## src/rtl/coin_acceptor.sv

```systemverilog
// Coin acceptor: collects nickels/dimes/quarters toward an item cost and hands a payment record to the change box.
// Optional idle auto-cancel in COLLECT is compiled in with `define COIN_TIMEOUT_EN.
module coin_acceptor #(
   parameter int TIMEOUT_CYCLES = 200
) (
   input  logic       clk,
   input  logic       rst_n,
   input  logic       start,
   input  logic [3:0] cost,
   input  logic       coin_valid,
   input  logic [1:0] coin_type,
   output logic       coin_ready,
   input  logic       cancel,
   output logic       coin_reject,
   output logic [3:0] paid,
   output logic       pay_valid,
   input  logic       pay_ready,
   output logic [3:0] pay_cost,
   output logic [3:0] pay_paid,
   output logic       pay_cancel
);

   typedef enum logic [1:0] {IDLE, COLLECT, HANDOFF} state_t;

   state_t     state_reg, state_next;
   logic [3:0] cost_reg, cost_next;
   logic [3:0] paid_reg, paid_next;
   logic       coin_reject_reg, coin_reject_next;
   logic       pay_cancel_reg, pay_cancel_next;

   logic       coin_taken;
   logic [2:0] coin_value;
   logic [4:0] coin_sum;
   logic       coin_bad;
   logic       timeout_hit;

   // Catch an out-of-range timeout at elaboration rather than silently truncating it.
   generate
      if (TIMEOUT_CYCLES < 1 || TIMEOUT_CYCLES > 255) begin : g_bad_timeout
         $error("coin_acceptor: TIMEOUT_CYCLES must be 1..255");
      end
   endgenerate

   assign coin_taken = coin_valid && (state_reg == COLLECT);

   always_comb begin
      coin_value = 3'd0;
      case (coin_type)
         2'b01:   coin_value = 3'd1;
         2'b10:   coin_value = 3'd2;
         2'b11:   coin_value = 3'd5;
         default: coin_value = 3'd0;
      endcase
   end

   // Five-bit sum so an overflowing coin is refused instead of wrapping the total.
   assign coin_sum = {1'b0, paid_reg} + {2'b00, coin_value};
   assign coin_bad = (coin_type == 2'b00) || (coin_sum > 5'd15);

`ifdef COIN_TIMEOUT_EN
   localparam logic [7:0] TIMEOUT_LIMIT = 8'(TIMEOUT_CYCLES);

   logic [7:0] timer_reg, timer_next;

   always_comb begin
      timer_next  = 8'd0;
      timeout_hit = 1'b0;
      if (state_reg == COLLECT && !coin_taken) begin
         timer_next  = timer_reg + 8'd1;
         timeout_hit = (timer_next == TIMEOUT_LIMIT);
      end
   end

   always_ff @(posedge clk or negedge rst_n) begin
      if (!rst_n) begin
         timer_reg <= 8'd0;
      end else begin
         timer_reg <= timer_next;
      end
   end
`else
   assign timeout_hit = 1'b0;
`endif

   // Datapath next values.
   always_comb begin
      cost_next        = cost_reg;
      paid_next        = paid_reg;
      coin_reject_next = 1'b0;
      pay_cancel_next  = pay_cancel_reg;
      case (state_reg)
         IDLE: begin
            if (start) begin
               cost_next       = cost;
               paid_next       = 4'd0;
               pay_cancel_next = 1'b0;
            end
         end
         COLLECT: begin
            if (coin_taken) begin
               if (coin_bad) begin
                  coin_reject_next = 1'b1;
               end else begin
                  paid_next = coin_sum[3:0];
               end
            end
            if (cancel || timeout_hit) begin
               pay_cancel_next = 1'b1;
            end
         end
         default: ;
      endcase
   end

   // State register and datapath registers.
   always_ff @(posedge clk or negedge rst_n) begin
      if (!rst_n) begin
         state_reg       <= IDLE;
         cost_reg        <= 4'd0;
         paid_reg        <= 4'd0;
         coin_reject_reg <= 1'b0;
         pay_cancel_reg  <= 1'b0;
      end else begin
         state_reg       <= state_next;
         cost_reg        <= cost_next;
         paid_reg        <= paid_next;
         coin_reject_reg <= coin_reject_next;
         pay_cancel_reg  <= pay_cancel_next;
      end
   end

   // Next-state logic; a sale completes on the same edge that brings paid up to cost.
   always_comb begin
      state_next = state_reg;
      case (state_reg)
         IDLE: begin
            if (start) begin
               state_next = (cost == 4'd0) ? HANDOFF : COLLECT;
            end
         end
         COLLECT: begin
            if (cancel || timeout_hit || (paid_next >= cost_reg)) begin
               state_next = HANDOFF;
            end
         end
         HANDOFF: begin
            if (pay_ready) begin
               state_next = IDLE;
            end
         end
         default: state_next = IDLE;
      endcase
   end

   // Outputs decoded from state and registers only.
   always_comb begin
      coin_ready  = (state_reg == COLLECT);
      pay_valid   = (state_reg == HANDOFF);
      pay_cost    = (state_reg == HANDOFF && !pay_cancel_reg) ? cost_reg : 4'd0;
      pay_paid    = (state_reg == HANDOFF) ? paid_reg : 4'd0;
      pay_cancel  = pay_cancel_reg;
      coin_reject = coin_reject_reg;
      paid        = paid_reg;
   end

endmodule
```

## config.mk

```make
export PLATFORM = sky130hd
export DESIGN_NAME = coin_acceptor
export DESIGN_NICKNAME = d
export VERILOG_FILES = /design/src/rtl/coin_acceptor.sv
export SDC_FILE = /design/constraint.sdc
export NUM_CORES = 1
export LEC_CHECK = 0
export ABC_AREA = 1
export BUFFER_PORTS_ARGS = -buffer_cell sky130_fd_sc_hd__buf_2
export CORE_UTILIZATION = 52
export DETAILED_ROUTE_END_ITERATION = 12
export GPL_TIMING_DRIVEN = 0
export PLACE_DENSITY = 0.82
export SLEW_MARGIN = 20
export SYNTH_ARGS = -nofsm -noshare
export SYNTH_HDL_FRONTEND = slang
export SYNTH_SLANG_ARGS = --single-unit
export TNS_END_PERCENT = 1
```

## constraint.sdc

```tcl
create_clock -name clk -period 4.3 [get_ports clk]
set_input_delay 0 -clock clk [delete_from_list [all_inputs] [get_ports clk]]
set_output_delay 0 -clock clk [all_outputs]
set_load 0.005 [all_outputs]
```

==> metrics, run 1 <==
P per Cell Area 556.2 nW/um2; Max Cap Viol 0; sequential area share after synthesis around 36%; gate count of the mapped netlist 114; first-pass GRT wire length roughly 3300 um; clk buf depth 2; CTS tree done; worst hold slack -0.002555 ns; Sink Count 12; layout cells sized above 1 28.67%; top post-synthesis cells by area dfrtp_1 (36%), inv_1 (11%), nand2_1 (11%); VDD IR max about 0.37 mV; Root Buffer Master clkbuf_4; # diodes 0; worst endpoint required time roughly 4.5 ns; All-Layer GR Usage 24.93%; Post-synth top cells inv_1 (24), nand2_1 (24), dfrtp_1 (12); H-tree depth 1; postcts setup bufs 0; CTS Hold Bufs 6; cell taking the most area after synthesis dfrtp_1; CP top delay family adder cells; Slew @ Worst Pin approximately 0.29 ns; outcome complete, but fails checks; HPWL after DPL 1474 um; clk slew on worst S/H paths 0.08 ns; wire per inst 11.34 um; DRT Pass-1 Iters 4; Hold Path Class input port to flop; Synth Cell Area 845.8 um2; Die Ht about 42 um; placed instance area 1001 um2; Startpoint Class flop; crit end category flop; DRC viols 0; final cell count without fillers about 170; # nets final roughly 170; post-route antenna net violation count 0; design area between 1000 and 1500 um2; DR iter-0 viols 7; synth unique cells 21; total CTS buffers 3; setup ws final roughly 1.6 ns; Leak about 0.65 nW; asr flop ratio synth 100.0%; Tot Pwr around 600 uW; Initial Util between 50% and 60%; Placer Congestion 0.8232; vias in the first global route 782; Main synth FF type dfrtp_1; Synth top area share 35.50%; Clk Latency, worst-skew pair roughly 0.28 ns; Yosys reg bits 12; Vias 850; WP data arrival approximately 2.8 ns; unrepaired setup endpoints after global routing false; Overflow after GRT 0; largest net degree at the start of global routing 13; # setup viols final 0; Syn Nets 134; Mean Syn Cell Area 7.419 um2; pre-CTS WS 1.625 ns; total die area 1792 um2; Final Hold Fails 1; core region area approximately 1500 um2; cell mode on critical path nand2_1; dpl cells 157; failing checks hold timing; Yosys Warn Count 0; CP Buf/Inv Count 1; initial antenna violation count 0; crit-path cells ha_1 > fa_1 > nand3_1 > nand3_1 > nor2_4 > inv_2 > nand2_1 > o21ai_0 > ha_1 > nand2_1 > nand2_1 > a21oi_1 > nand4_1 > nand3_2 > nand2_1; Routed WL 1883 um; Post-synth EDFFs 0; post-DR vias/cell between 5 and 6; area delta synth->final 28.11%; Slew Limit Headroom 80.69%; Rows 14; max incr delay on CP between 0.4 and 0.5 ns; final period utilization 61.94%; IO Count 28; slowest CP cell dfrtp_1; Die W 42.33 um; Worst Path Max Fanout 4; max-slew violations 0; Port Buffers 27; post_cts resized 0; kind of critical path flop to flop; fill cell total of the finished layout roughly 130; Clock Skews 0.001550 ns; fmax 375.5 MHz; Fin Setup TNS 0 ns; fin util 71.93%; post-layout min period ~2.7 ns
[final cells by class]
class	count	area, um2	area share (%)
Timing Repair Buffer	33	195.2	18.01
Sequential cell	12	300.3	27.71
Multi-Input combinational cell	73	435.4	40.18
Tap cell	16	20.02	1.848
Buffer	1	5.005	0.4619
Inverter	28	105.1	9.700
Clock buffer	3	22.52	2.079
[power by group]
group          total, mW  switching [mW]  internal (mW)
clock             0.0718          0.0393         0.0325
sequential         0.203          0.0441          0.159
combinational      0.328           0.190          0.138
[worst register-to-register path, stage by stage, from the launching register on]
cell     delay, ns
dfrtp_1       0.41
ha_1          0.23
fa_1          0.41
nand3_1       0.09
nand3_1       0.16
nor2_4        0.16
inv_2         0.07
nand2_1       0.08
o21ai_0       0.12
ha_1          0.32
nand2_1       0.07
nand2_1       0.04
a21oi_1       0.13
nand4_1       0.14
nand3_2       0.09
nand2_1       0.05
[metal layers]
layer / global-route usage [%] / vias to the layer above / part of all wire (%)
li1: - / 425 / -
met1: 30.34 / 396 / 44
met2: 43.08 / 24 / 50
met3: 3.879 / 5 / 3.6
met4: 11.25 / 0 / 2.0
met5: 0 / - / 0
[layout by cell type (no fill, tap or decap)]
cell type	synthesis	final
a21oi_1	3	3
a32o_1	1	1
buf_2	1	28
clkbuf_4	0	3
dfrtp_1	12	12
dlygate4sd3_1	0	6
fa_1	1	1
ha_1	7	7
inv_1	24	24
inv_2	4	4
nand2_1	24	24
nand2_2	1	1
nand3_1	8	8
nand3_2	1	1
nand4_1	2	2
nor2_1	10	10
nor2_4	3	3
o21ai_0	6	6
o21ai_2	1	1
o22ai_1	1	1
or2_1	1	1
or2_2	2	2
xnor2_1	1	1
[logic make-up (layout without fill, tap and decap cells)]
kind of cell	Yosys count	count (layout)	synth area share, %
AO/OA/AOI/OAI	12	12	8.284
XOR/XNOR	1	1	1.036
adder cells (fa/ha/maj)	8	8	12.72
buffers and inverters	29	65	13.02
flip-flops	12	12	35.50
AND/OR/NAND/NOR	52	52	29.44
[worst paths after layout]
path	start	end	slack, ns	cells after the start
setup / recovery	paid[0]	state_reg[1]	1.64	15
hold / removal	cost[1]	cost_reg[1]	-0.003	3
setup reg to reg	paid[0]	state_reg[1]	1.64	15
hold reg to reg	cost_reg[2]	cost_reg[2]	0.50	2
max in group asynchronous	rst_n	paid[0]	3.94	2
min in group asynchronous	rst_n	coin_reject	0.14	2
Power figures use the tool's default switching activity.
==> inputs of run 2 (changes only) <==
--- a/config.mk
+++ b/config.mk
@@ -7,10 +7,11 @@
 export LEC_CHECK = 0
 export ABC_AREA = 1
 export BUFFER_PORTS_ARGS = -buffer_cell sky130_fd_sc_hd__buf_2
-export CORE_UTILIZATION = 52
+export CORE_ASPECT_RATIO = 0.7
+export CORE_UTILIZATION = 44
 export DETAILED_ROUTE_END_ITERATION = 12
 export GPL_TIMING_DRIVEN = 0
-export PLACE_DENSITY = 0.82
+export PLACE_DENSITY = 0.74
 export SLEW_MARGIN = 20
 export SYNTH_ARGS = -nofsm -noshare
 export SYNTH_HDL_FRONTEND = slang
==> constraint.sdc (replaced) <==
create_clock -name clk -period 2.3 [get_ports clk]
set_input_delay 0 -clock clk [delete_from_list [all_inputs] [get_ports clk]]
set_output_delay 0 -clock clk [all_outputs]
set_load 0.005 [all_outputs]
==> metrics, run 2 (synthesized netlist as in run 1, its figures left out) <==
sw frac 45.26%; VDD IR max roughly 0.84 mV; fmax approximately 410 MHz; setup ws final -0.1548 ns; Clk Latency, worst-skew pair 0.28 ns; post-layout min period 2.455 ns; depth of the worst register-to-register path 16; Placer Congestion 0.7945; Root Buffer Master clkbuf_4; most common cell after layout, fill and taps aside buf_2; RR Endpoint state_reg[1]; total die area 2104 um2; H-tree depth 1; area delta synth->final 43.34%; top routing layer used met4; pre-CTS WS -0.2158 ns; Die Ht 38.68 um; # nets final 176; Rows 12; Met2 Wirelength 970 um; kind of critical path flop to flop; Clock Skews 0.007112 ns; max-slew violations 0; dpl cells 162; Reg-to-Reg Start paid[0]; vias in the first global route 699; initial antenna violation count 0; Max Cap Viol 0; most frequent cells in the layout buf_2 (28), nand2_1 (22), inv_1 (22), dfrtp_1 (12), nor2_1 (10); Leak around 0.69 nW; DRC viols 0; unrepaired setup endpoints after global routing true; crit end category flop; Worst setup startpoint paid[0]; Vias 835; outcome complete, but fails checks; clock power share 13.4%; design area 1212 um2; Met1 Wirelength between 1000 and 1500 um; layout cells sized above 1 about two fifths; Sink Count 12; Slew @ Worst Pin 0.2847 ns; worst endpoint required time 2.47 ns; Port Buffers 27; Initial Util 49.85%; Startpoint Class flop; HPWL after DPL 1564 um; Routed WL between 2000 and 2500 um; wire per inst between 10 and 15 um; post-route antenna net violation count 0; Met3 Routed Length about 94 um; Psw 582.9 uW; worst setup path end state_reg[1]; Hold Path Class input port to flop; placed instance area roughly 1000 um2; total CTS buffers 3; clk buf depth 2; internal cell power slightly above 700 uW; # diodes 0; Comb power frac 57.2%; final cell count without fillers 176; DR iter-0 viols 19; first-pass GRT wire length between 3000 and 4000 um; Worst Path Max Fanout 4; post-DR vias/cell 4.744; r2r setup slk -0.15 ns; core region area between 1500 and 2000 um2; Overflow after GRT 0; CTS tree done; final period utilization 106.7%; P per Cell Area around 1100 nW/um2; # setup viols final 2; IO Count 28; clk slew on worst S/H paths ~0.07 ns; largest net degree at the start of global routing 13; All-Layer GR Usage a little under a quarter; Slew Limit Headroom 81.02%; Die W 54.41 um; register share of total power 29.4%; WP data arrival 2.63 ns; DRT Pass-1 Iters 4; Final Hold Fails 0; failing checks setup timing
run 2: area by class of cell:
cell class                      count  area (um2)
Buffer                              1       5.005
Clock buffer                        4       36.28
Fill cell                         142       484.2
Inverter                           28       107.6
Multi-Input combinational cell     73       514.2
Sequential cell                    12       300.3
Tap cell                           21       26.28
Timing Repair Buffer               37       222.7
run 2: how the worst min path moves through the flow:
stage | from | end | depth (start not counted)
after detailed placement | rst_n | cost_reg[3] | 1
after global routing | cancel | pay_cancel | 2
after floorplan | rst_n | coin_reject | 0
after CTS | cancel | pay_cancel | 2
after global placement | rst_n | cost_reg[3] | 1
final | cancel | pay_cancel | 2
run 2: stage by stage:
stage | util [%] | total power, mW | setup TNS [ns] | hold WS (ns)
global placement | 59.96 | 0.9614 | -0.3271 | -0.1077
finish | 71.46 | 1.288 | -0.2500 | 0.01251
floorplan | - | 0.7984 | 0 | -0.2956
detailed placement | 59.96 | 0.9910 | -0.3960 | -0.1064
CTS | 69.54 | 1.254 | -0.3457 | 0.007043
global route | 71.46 | 1.395 | -0.4483 | 0.0003826
run 2: routing by layer:
metal	up-vias	track usage [%]
met4	0	5.769
met3	2	8.235
met2	19	32.01
li1	434	-
met1	380	31.74
met5	-	0
run 2: what timing repair did:
item | in CTS | in global routing
buffers inserted | 4 | 1
pin swaps | 7 | 10
hold buffers | 5 | 0
endpoints found under the hold margin | 16 | 0
endpoints found under the setup margin | 2 | 2
gates resized for setup | 9 | 8
run 2: critical path, cell delays in order, from the launching register on:
cell and delay, ns:
dfrtp_1 0.41, ha_4 0.17, fa_2 0.36, nand3_2 0.08, nand3_2 0.09, nor2_4 0.18
nand2_1 0.08, nand2_1 0.09, nand3_2 0.07, nand2_2 0.11, ha_4 0.20, nand2_1 0.07
inv_2 0.04, a21oi_2 0.11, nand4_1 0.15, nand3_2 0.10, nand2_1 0.05
run 2: power groups by stage:
stage	combinational, mW	clock [mW]	sequential (mW)
after floorplan	0.424	0	0.375
after global placement	0.581	0	0.380
after detailed placement	0.607	0	0.384
after CTS	0.698	0.177	0.378
after global routing	0.821	0.188	0.387
final	0.736	0.173	0.379
